File: config.mk
export PLATFORM = sky130hd
export DESIGN_NAME = mem_arbiter
export DESIGN_NICKNAME = d
export VERILOG_FILES = /design/src/rtl/mem_arbiter.sv
export SDC_FILE = /design/constraint.sdc
export NUM_CORES = 1
export LEC_CHECK = 0
export CAP_MARGIN = 5
export CORE_MARGIN = 2
export CORE_UTILIZATION = 47
export DETAILED_ROUTE_END_ITERATION = 16
export GPL_ROUTABILITY_DRIVEN = 0
export PLACE_DENSITY = 0.85
export SLEW_MARGIN = 10
export SYNTH_ARGS = -nofsm -noshare
export SYNTH_HDL_FRONTEND = slang
export SYNTH_SLANG_ARGS = --single-unit
export TNS_END_PERCENT = 50
File: constraint.sdc
create_clock -name clk -period 5.9 [get_ports clk]
set_input_delay 1.77 -clock clk [delete_from_list [all_inputs] [get_ports clk]]
set_output_delay 1.77 -clock clk [all_outputs]
set_load 0.05 [all_outputs]
File: src/rtl/mem_arbiter.sv
// mem_arbiter: two-port round-robin arbiter in front of a single memory controller
module mem_arbiter #(
    parameter int ADDR_WIDTH     = 16,
    parameter int DATA_WIDTH     = 16,
    parameter int TIMEOUT_CYCLES = 1023
) (
    input  logic                  clk,
    input  logic                  rst,
    input  logic [ADDR_WIDTH-1:0] p0_addr,
    input  logic [ADDR_WIDTH-1:0] p1_addr,
    input  logic [DATA_WIDTH-1:0] p0_wdata,
    input  logic [DATA_WIDTH-1:0] p1_wdata,
    input  logic                  p0_r_en,
    input  logic                  p0_w_en,
    input  logic                  p1_r_en,
    input  logic                  p1_w_en,
    output logic                  p0_gnt,
    output logic                  p1_gnt,
    output logic                  p0_cplt,
    output logic                  p1_cplt,
    output logic [DATA_WIDTH-1:0] p0_rdata,
    output logic [DATA_WIDTH-1:0] p1_rdata,
    output logic [ADDR_WIDTH-1:0] mem_addr,
    output logic [DATA_WIDTH-1:0] mem_data_in,
    output logic                  mem_r_en,
    output logic                  mem_w_en,
    input  logic                  mem_rdy,
    input  logic                  mem_cplt,
    input  logic [DATA_WIDTH-1:0] mem_data_out,
    output logic                  err
);
    localparam int CW = $clog2(TIMEOUT_CYCLES + 1);

    typedef enum logic [1:0] {IDLE, ISSUE, WAIT, DONE} state_t;

    state_t                     state_q, state_d;
    logic                       own_q, own_d;
    logic                       ptr_q, ptr_d;
    logic                       rd_q, rd_d;
    logic                       err_q, err_d;
    logic                       r_en_q, r_en_d;
    logic                       w_en_q, w_en_d;
    logic [1:0]                 gnt_q, gnt_d;
    logic [1:0]                 cplt_q, cplt_d;
    logic [1:0][DATA_WIDTH-1:0] rdata_q, rdata_d;
    logic [ADDR_WIDTH-1:0]      addr_q, addr_d;
    logic [DATA_WIDTH-1:0]      wdata_q, wdata_d;
    logic [CW-1:0]              cnt_q, cnt_d;
    logic                       req0, req1, sel;

    assign req0 = p0_r_en | p0_w_en;
    assign req1 = p1_r_en | p1_w_en;
    assign sel  = (req0 & req1) ? ptr_q : req1;

    // next-state and registered-output computation; ptr_q names the port favoured on contention
    always_comb begin
        state_d = state_q;
        own_d   = own_q;
        ptr_d   = ptr_q;
        rd_d    = rd_q;
        err_d   = err_q;
        r_en_d  = r_en_q;
        w_en_d  = w_en_q;
        gnt_d   = gnt_q;
        cplt_d  = '0;
        rdata_d = rdata_q;
        addr_d  = addr_q;
        wdata_d = wdata_q;
        cnt_d   = cnt_q;
        case (state_q)
            IDLE: if (req0 | req1) begin
                own_d   = sel;
                rd_d    = sel ? p1_r_en : p0_r_en;
                addr_d  = sel ? p1_addr : p0_addr;
                wdata_d = sel ? p1_wdata : p0_wdata;
                gnt_d   = sel ? 2'b10 : 2'b01;
                r_en_d  = rd_d;
                w_en_d  = ~rd_d;
                state_d = ISSUE;
            end
            ISSUE: if (mem_rdy) begin
                r_en_d  = 1'b0;
                w_en_d  = 1'b0;
                cnt_d   = '0;
                state_d = WAIT;
            end
            WAIT: if (mem_cplt || cnt_q == CW'(TIMEOUT_CYCLES - 1)) begin
                rdata_d[own_q] = mem_cplt ? (rd_q ? mem_data_out : '0) : '1;
                err_d          = err_q | ~mem_cplt;
                cplt_d[own_q]  = 1'b1;
                state_d        = DONE;
            end else begin
                cnt_d = cnt_q + 1'b1;
            end
            DONE: begin
                gnt_d   = '0;
                ptr_d   = ~own_q;
                state_d = IDLE;
            end
            default: state_d = IDLE;
        endcase
    end

    // state and output registers; reset aborts any transaction and drops strobes at once
    always_ff @(posedge clk or posedge rst) begin
        if (rst) begin
            state_q <= IDLE;
            own_q   <= 1'b0;
            ptr_q   <= 1'b0;
            rd_q    <= 1'b0;
            err_q   <= 1'b0;
            r_en_q  <= 1'b0;
            w_en_q  <= 1'b0;
            gnt_q   <= '0;
            cplt_q  <= '0;
            rdata_q <= '0;
            addr_q  <= '0;
            wdata_q <= '0;
            cnt_q   <= '0;
        end else begin
            state_q <= state_d;
            own_q   <= own_d;
            ptr_q   <= ptr_d;
            rd_q    <= rd_d;
            err_q   <= err_d;
            r_en_q  <= r_en_d;
            w_en_q  <= w_en_d;
            gnt_q   <= gnt_d;
            cplt_q  <= cplt_d;
            rdata_q <= rdata_d;
            addr_q  <= addr_d;
            wdata_q <= wdata_d;
            cnt_q   <= cnt_d;
        end
    end

    assign p0_gnt      = gnt_q[0];
    assign p1_gnt      = gnt_q[1];
    assign p0_cplt     = cplt_q[0];
    assign p1_cplt     = cplt_q[1];
    assign p0_rdata    = rdata_q[0];
    assign p1_rdata    = rdata_q[1];
    assign mem_addr    = addr_q;
    assign mem_data_in = wdata_q;
    assign mem_r_en    = r_en_q;
    assign mem_w_en    = w_en_q;
    assign err         = err_q;
endmodule
**After elaboration in Yosys (flattened, before gate mapping)**

Cells that the tools add are included.

- $add $sub $neg: 1
- $lt $le $gt $ge: 2
- Eq/ne operators: 8
- Muxes and demuxes: 28
- Bitwise gates (word level): 8
- Reduce and logical (&&, ||, !) cells: 12

Operators by type and width:

| cell | count |
|---|---|
| 16-bit two-way mux | 5 |
| 32-bit bitwise mux | 1 |
| 10-bit two-way mux | 2 |
| 10-bit one-hot mux with 2 select lines | 1 |
| 16-bit demux with 1-bit select | 1 |
| 2-bit two-way mux | 7 |
| 10-bit by 1-bit adder with 10-bit output (second input constant) | 1 |
| 10-bit == test (second input constant) | 1 |
| 3-bit AND reduction | 3 |
| 2-bit inequality test (second input constant) | 4 |
| 2-bit one-hot mux with 4 select lines | 1 |
| 1-bit two-way mux | 6 |
| 2-bit AND reduction | 3 |
| 2-bit nonzero test | 3 |
| 2-bit == test (second input constant) | 2 |
| 1-bit OR | 4 |
| 1-bit one-hot mux with 2 select lines | 2 |
| 2-bit one-hot mux with 2 select lines | 1 |
| 1-bit inverter | 3 |
| 2-bit by 1-bit == test with 1-bit output (second input constant) | 1 |
| 2-bit logical NOT | 1 |
| 1-bit by 2-bit less-than comparator with 1-bit output (second input constant) | 1 |
| 1-bit AND | 1 |
| 1-bit demux with 1-bit select | 1 |
| other kinds (3) | 3 |

- Bits in registers: 86
- Input port bits: 88
- Output and inout bits: 71

**Longest topological paths before layout**

- Depth after elaboration: 7
- Mapped depth: 7

**Least setup slack after synthesis**

Ideal clock, no wire load.

- Kind: input -> register
- From: in p1_w_en
- To: reg addr_q[0] (netlist: mem_addr[0])
- Arrival time: 2,820 ps
- Required time: 5,817 ps
- Slack: 2,997 ps
- Stages: 6
- Buffers on the path: 2
- Path through: nor4_4 nand2b_1 buf_2 buf_2 nand2_1 o21ai_0

- Cells in the longest elaborated chain, start to end: 4
- Elaborated cells on any way between the ends: 6
- Those cells by class: 2 x mux; 3 x bitwise; 1 x reduce/logical

RTL lines:

| element | RTL line | RTL |
|---|---|---|
| from (decl) | 16 | `input logic p1_w_en,` |
| 1-bit OR * | 52 | `assign req1 = p1_r_en \| p1_w_en;` |
| 1-bit AND | 53 | `assign sel = (req0 & req1) ? ptr_q : req1;` |
| 1-bit two-way mux | 53 |  |
| 16-bit two-way mux | 74 | `addr_d = sel ? p1_addr : p0_addr;` |
| to (signal assigned) | 131 | `addr_q <= addr_d;` |
| to (decl) | 46 | `logic [ADDR_WIDTH-1:0] addr_q, addr_d;` |

Mark *: on every way between the ends. The rest lies on a longest branch, timed or not.
A chain may end at the register's enable or synchronous reset.

**Worst setup path after layout**

- From: in p1_w_en
- To: reg addr_q[12] (netlist: mem_addr[12])

Same word-level chain as after synthesis.

==> reports/qor.yml <==
io_buffers: 158
yosys.cell_types.count: 48
status: "finished clean"
max_cap_viol_count: 0
worstPathCellList: "clkdlybuf4s50_1, nor4_4, nand2b_2, o21ai_0"
fmax_mhz: 268
grt_use_total: 0.227
drt-vias-per-instance: 5.41
fp-row-count: 33
synth.top_cell.area_share: 0.538
clockBufferDepth: 2
crit_path_start_kind: "primary input"
cts_buffers: 9
grt_first_pass_wirelength_microns: 16200
fin_crit_sh: 0.632
power.density_mw_per_mm2: 605
r2r-start: "state_q[0]"
grt_pass1_vias: 3355
initial_core_util: 0.487
max_slew_margin: 0.308
min_to: "err"
wl_met1_microns: 3880
skew_ns: 0.0140
ys_ff_latch: 86
critical_path_peak_fanout: 67
hold_class: "reg -> reg"
clock_latency_ns: 0.35
remaining_drc_errors: 0
grt_max_degree: 68
crit_type: "in -> reg"
seqCellArea_sq_mm: 0.00215
p_leak_uw: 0.00251
ant_nets: 0
syn_to_final_growth_pct: 46.0
cp_num_buf_inv: 1
core-area_sq_mm: 0.00822
hold_viol_final: 0
crit_arrival_ns: 3.90
mappedNetlistNets: 452
tightest_slew_ns: 1.04
cp-end-kind: "register"
syn_area_sq_mm: 0.00400
diodes: 0
yosys_warnings: 0
path_clk_slew_ns: 0.09
path_depth: 4
grt_overflow_total: 0
cts_resized: 0
setup_ws_ns: 2.17
rsz0062_at_grt: "false"
holdCritStartpoint: "err"
rr_endpoint: "cnt_q[5]"
crit_family: "simple AND/OR/NAND/NOR gates"
multi_input_area_sq_mm: 0.00173
dpl.hpwl_microns: 7550
hold_depth: 1
finalCriticalPeriod_ns: 3.73
wl_met3_microns: 972
vdd_ir_drop_max_uv: 443
grt_antenna_before_repair: 0
wl_microns: 10100
cts_hold_buffers: 0
chipWidth_microns: 96.3
via_count: 3337
synthCells: 357
num_io_pins: 159
setup_viol: 0
ys_seq_area_frac: 0.538
cp_slowest_cell: "nand2b_2"
top_layer: "met4"
final_cell_mix: "clkdlybuf4s50_1 (158), dfrtp_1 (86), nand2_1 (57)"
dpl_worst_slack_ns: 1.78
cts_root_buffer: "clkbuf_8"
htree_levels: 3
post-cts-setup-buffers: 0
cts_tree: "done"
reg2regPathDepth: 6
reg2reg_slack_ns: 3.60
fillers: 608
cts.sinks: 86
routedWlPerCell_microns: 16.3
drt_iter0_drc: 116
finalMaxSlewViolations: 0
synth_area_leaders: "dfrtp_1 (54%), mux2i_1 (8.0%), nand2_1 (5.3%), o21ai_0 (5.3%), a2bb2oi_1 (5.2%)"
postSynthAreaPerCell_sq_um: 11.2
layout_commonest_cell: "clkdlybuf4s50_1"
die_area_sq_mm: 0.00927
layout.nets: 602
crit_required_ns: 6.08
critPathMaxStageDelay_ns: 0.88
wl_met2_microns: 5000
die_height_microns: 96.3
tns_ns: 0
dp_cells: 601
finalNonFillerCells: 617
firstDrtPassIters: 4
drive_gt1_frac: 0.0840
yosysTopAreaCell: "dfrtp_1"
==> registers in the layout, summed over array words and instances (netlist names) <==
signal	cells
mem_addr	16
mem_data_in	16
p0_rdata	16
p1_rdata	16
cnt_q	10
cplt_q	2
gnt_q	2
state_q	2
err	1
mem_r_en	1
mem_w_en	1
own_q	1
ptr_q	1
rd_q	1
==> area by class of cell <==
cell class,instances,area share
clock inverter,6,0.0118
timing repair buffer,160,0.273
multi-input combinational,243,0.296
sequential,86,0.368
tap,105,0.0225
inverter,7,0.00471
clock buffer,10,0.0235
==> where the power goes <==
part | internal [uW] | switching (uW) | leakage, uW
Combinational | 742 | 1320 | 0.00135
Clock | 210 | 214 | 0.000103
Sequential | 855 | 199 | 0.00106
Total | 1810 | 1730 | 0.00251
==> cells in the mapped netlist, drive strengths merged <==
library cell / n
o2bb2ai: 2
a21oi: 4
buf: 12
o22ai: 1
and3b: 1
o211ai: 1
o21ai: 42
nand3: 6
mux2i: 32
a31oi: 9
nor2b: 2
a211o: 1
and2: 2
a31o: 1
ha: 7
o32ai: 1
inv: 7
or4: 1
and4: 4
nor3b: 1
o21a: 2
o21bai: 1
clkbuf: 9
xor2: 1
nor2: 8
a21o: 1
dfrtp: 86
or3: 1
mux2: 1
a21boi: 1
nor4: 2
and3: 5
a211oi: 1
o31ai: 1
a2bb2oi: 33
a22oi: 2
nand2b: 8
nand2: 57
==> per-layer routing <==
layer / track usage / vias to the layer above
met5: 0 / -
met2: 0.387 / 126
met4: 0.0751 / 0
met3: 0.0791 / 18
li1: - / 1586
met1: 0.268 / 1607
==> worst max path at each step <==
stage          startpoint               to  slack (ns)
3_3_place_gp      p0_r_en  mem_data_in[12]        1.90
4_1_cts           p1_w_en     mem_addr[12]        2.17
5_1_grt           p1_w_en  mem_data_in[12]        1.94
3_5_place_dp      p1_w_en     mem_addr[12]        1.78
6_report          p1_w_en     mem_addr[12]        2.17
2_1_floorplan         rst         cnt_q[0]        1.91
==> cell families (layout without fill, tap and decap cells) <==
kind of cell | Yosys count | count (layout) | synth area share
xor+xnor | 1 | 1 | 0.00219
compound gates | 104 | 104 | 0.197
fa+ha+maj | 7 | 7 | 0.0219
mux | 33 | 33 | 0.0828
simple gates | 98 | 98 | 0.125
buf+inv | 28 | 183 | 0.0341
flops | 86 | 86 | 0.537
==> stage by stage <==
stage	hold WS, ns	power (uW)	instance area (sq um)	utilization
floorplan	0.443	2440	4000	-
detailed placement	0.467	3140	5640	0.686
global placement	0.461	3080	5640	0.686
global route	0.516	3740	5850	0.711
CTS	0.489	3560	5850	0.711
finish	0.485	3540	5850	0.711
Note: power is estimated with default switching activity, not from simulation.
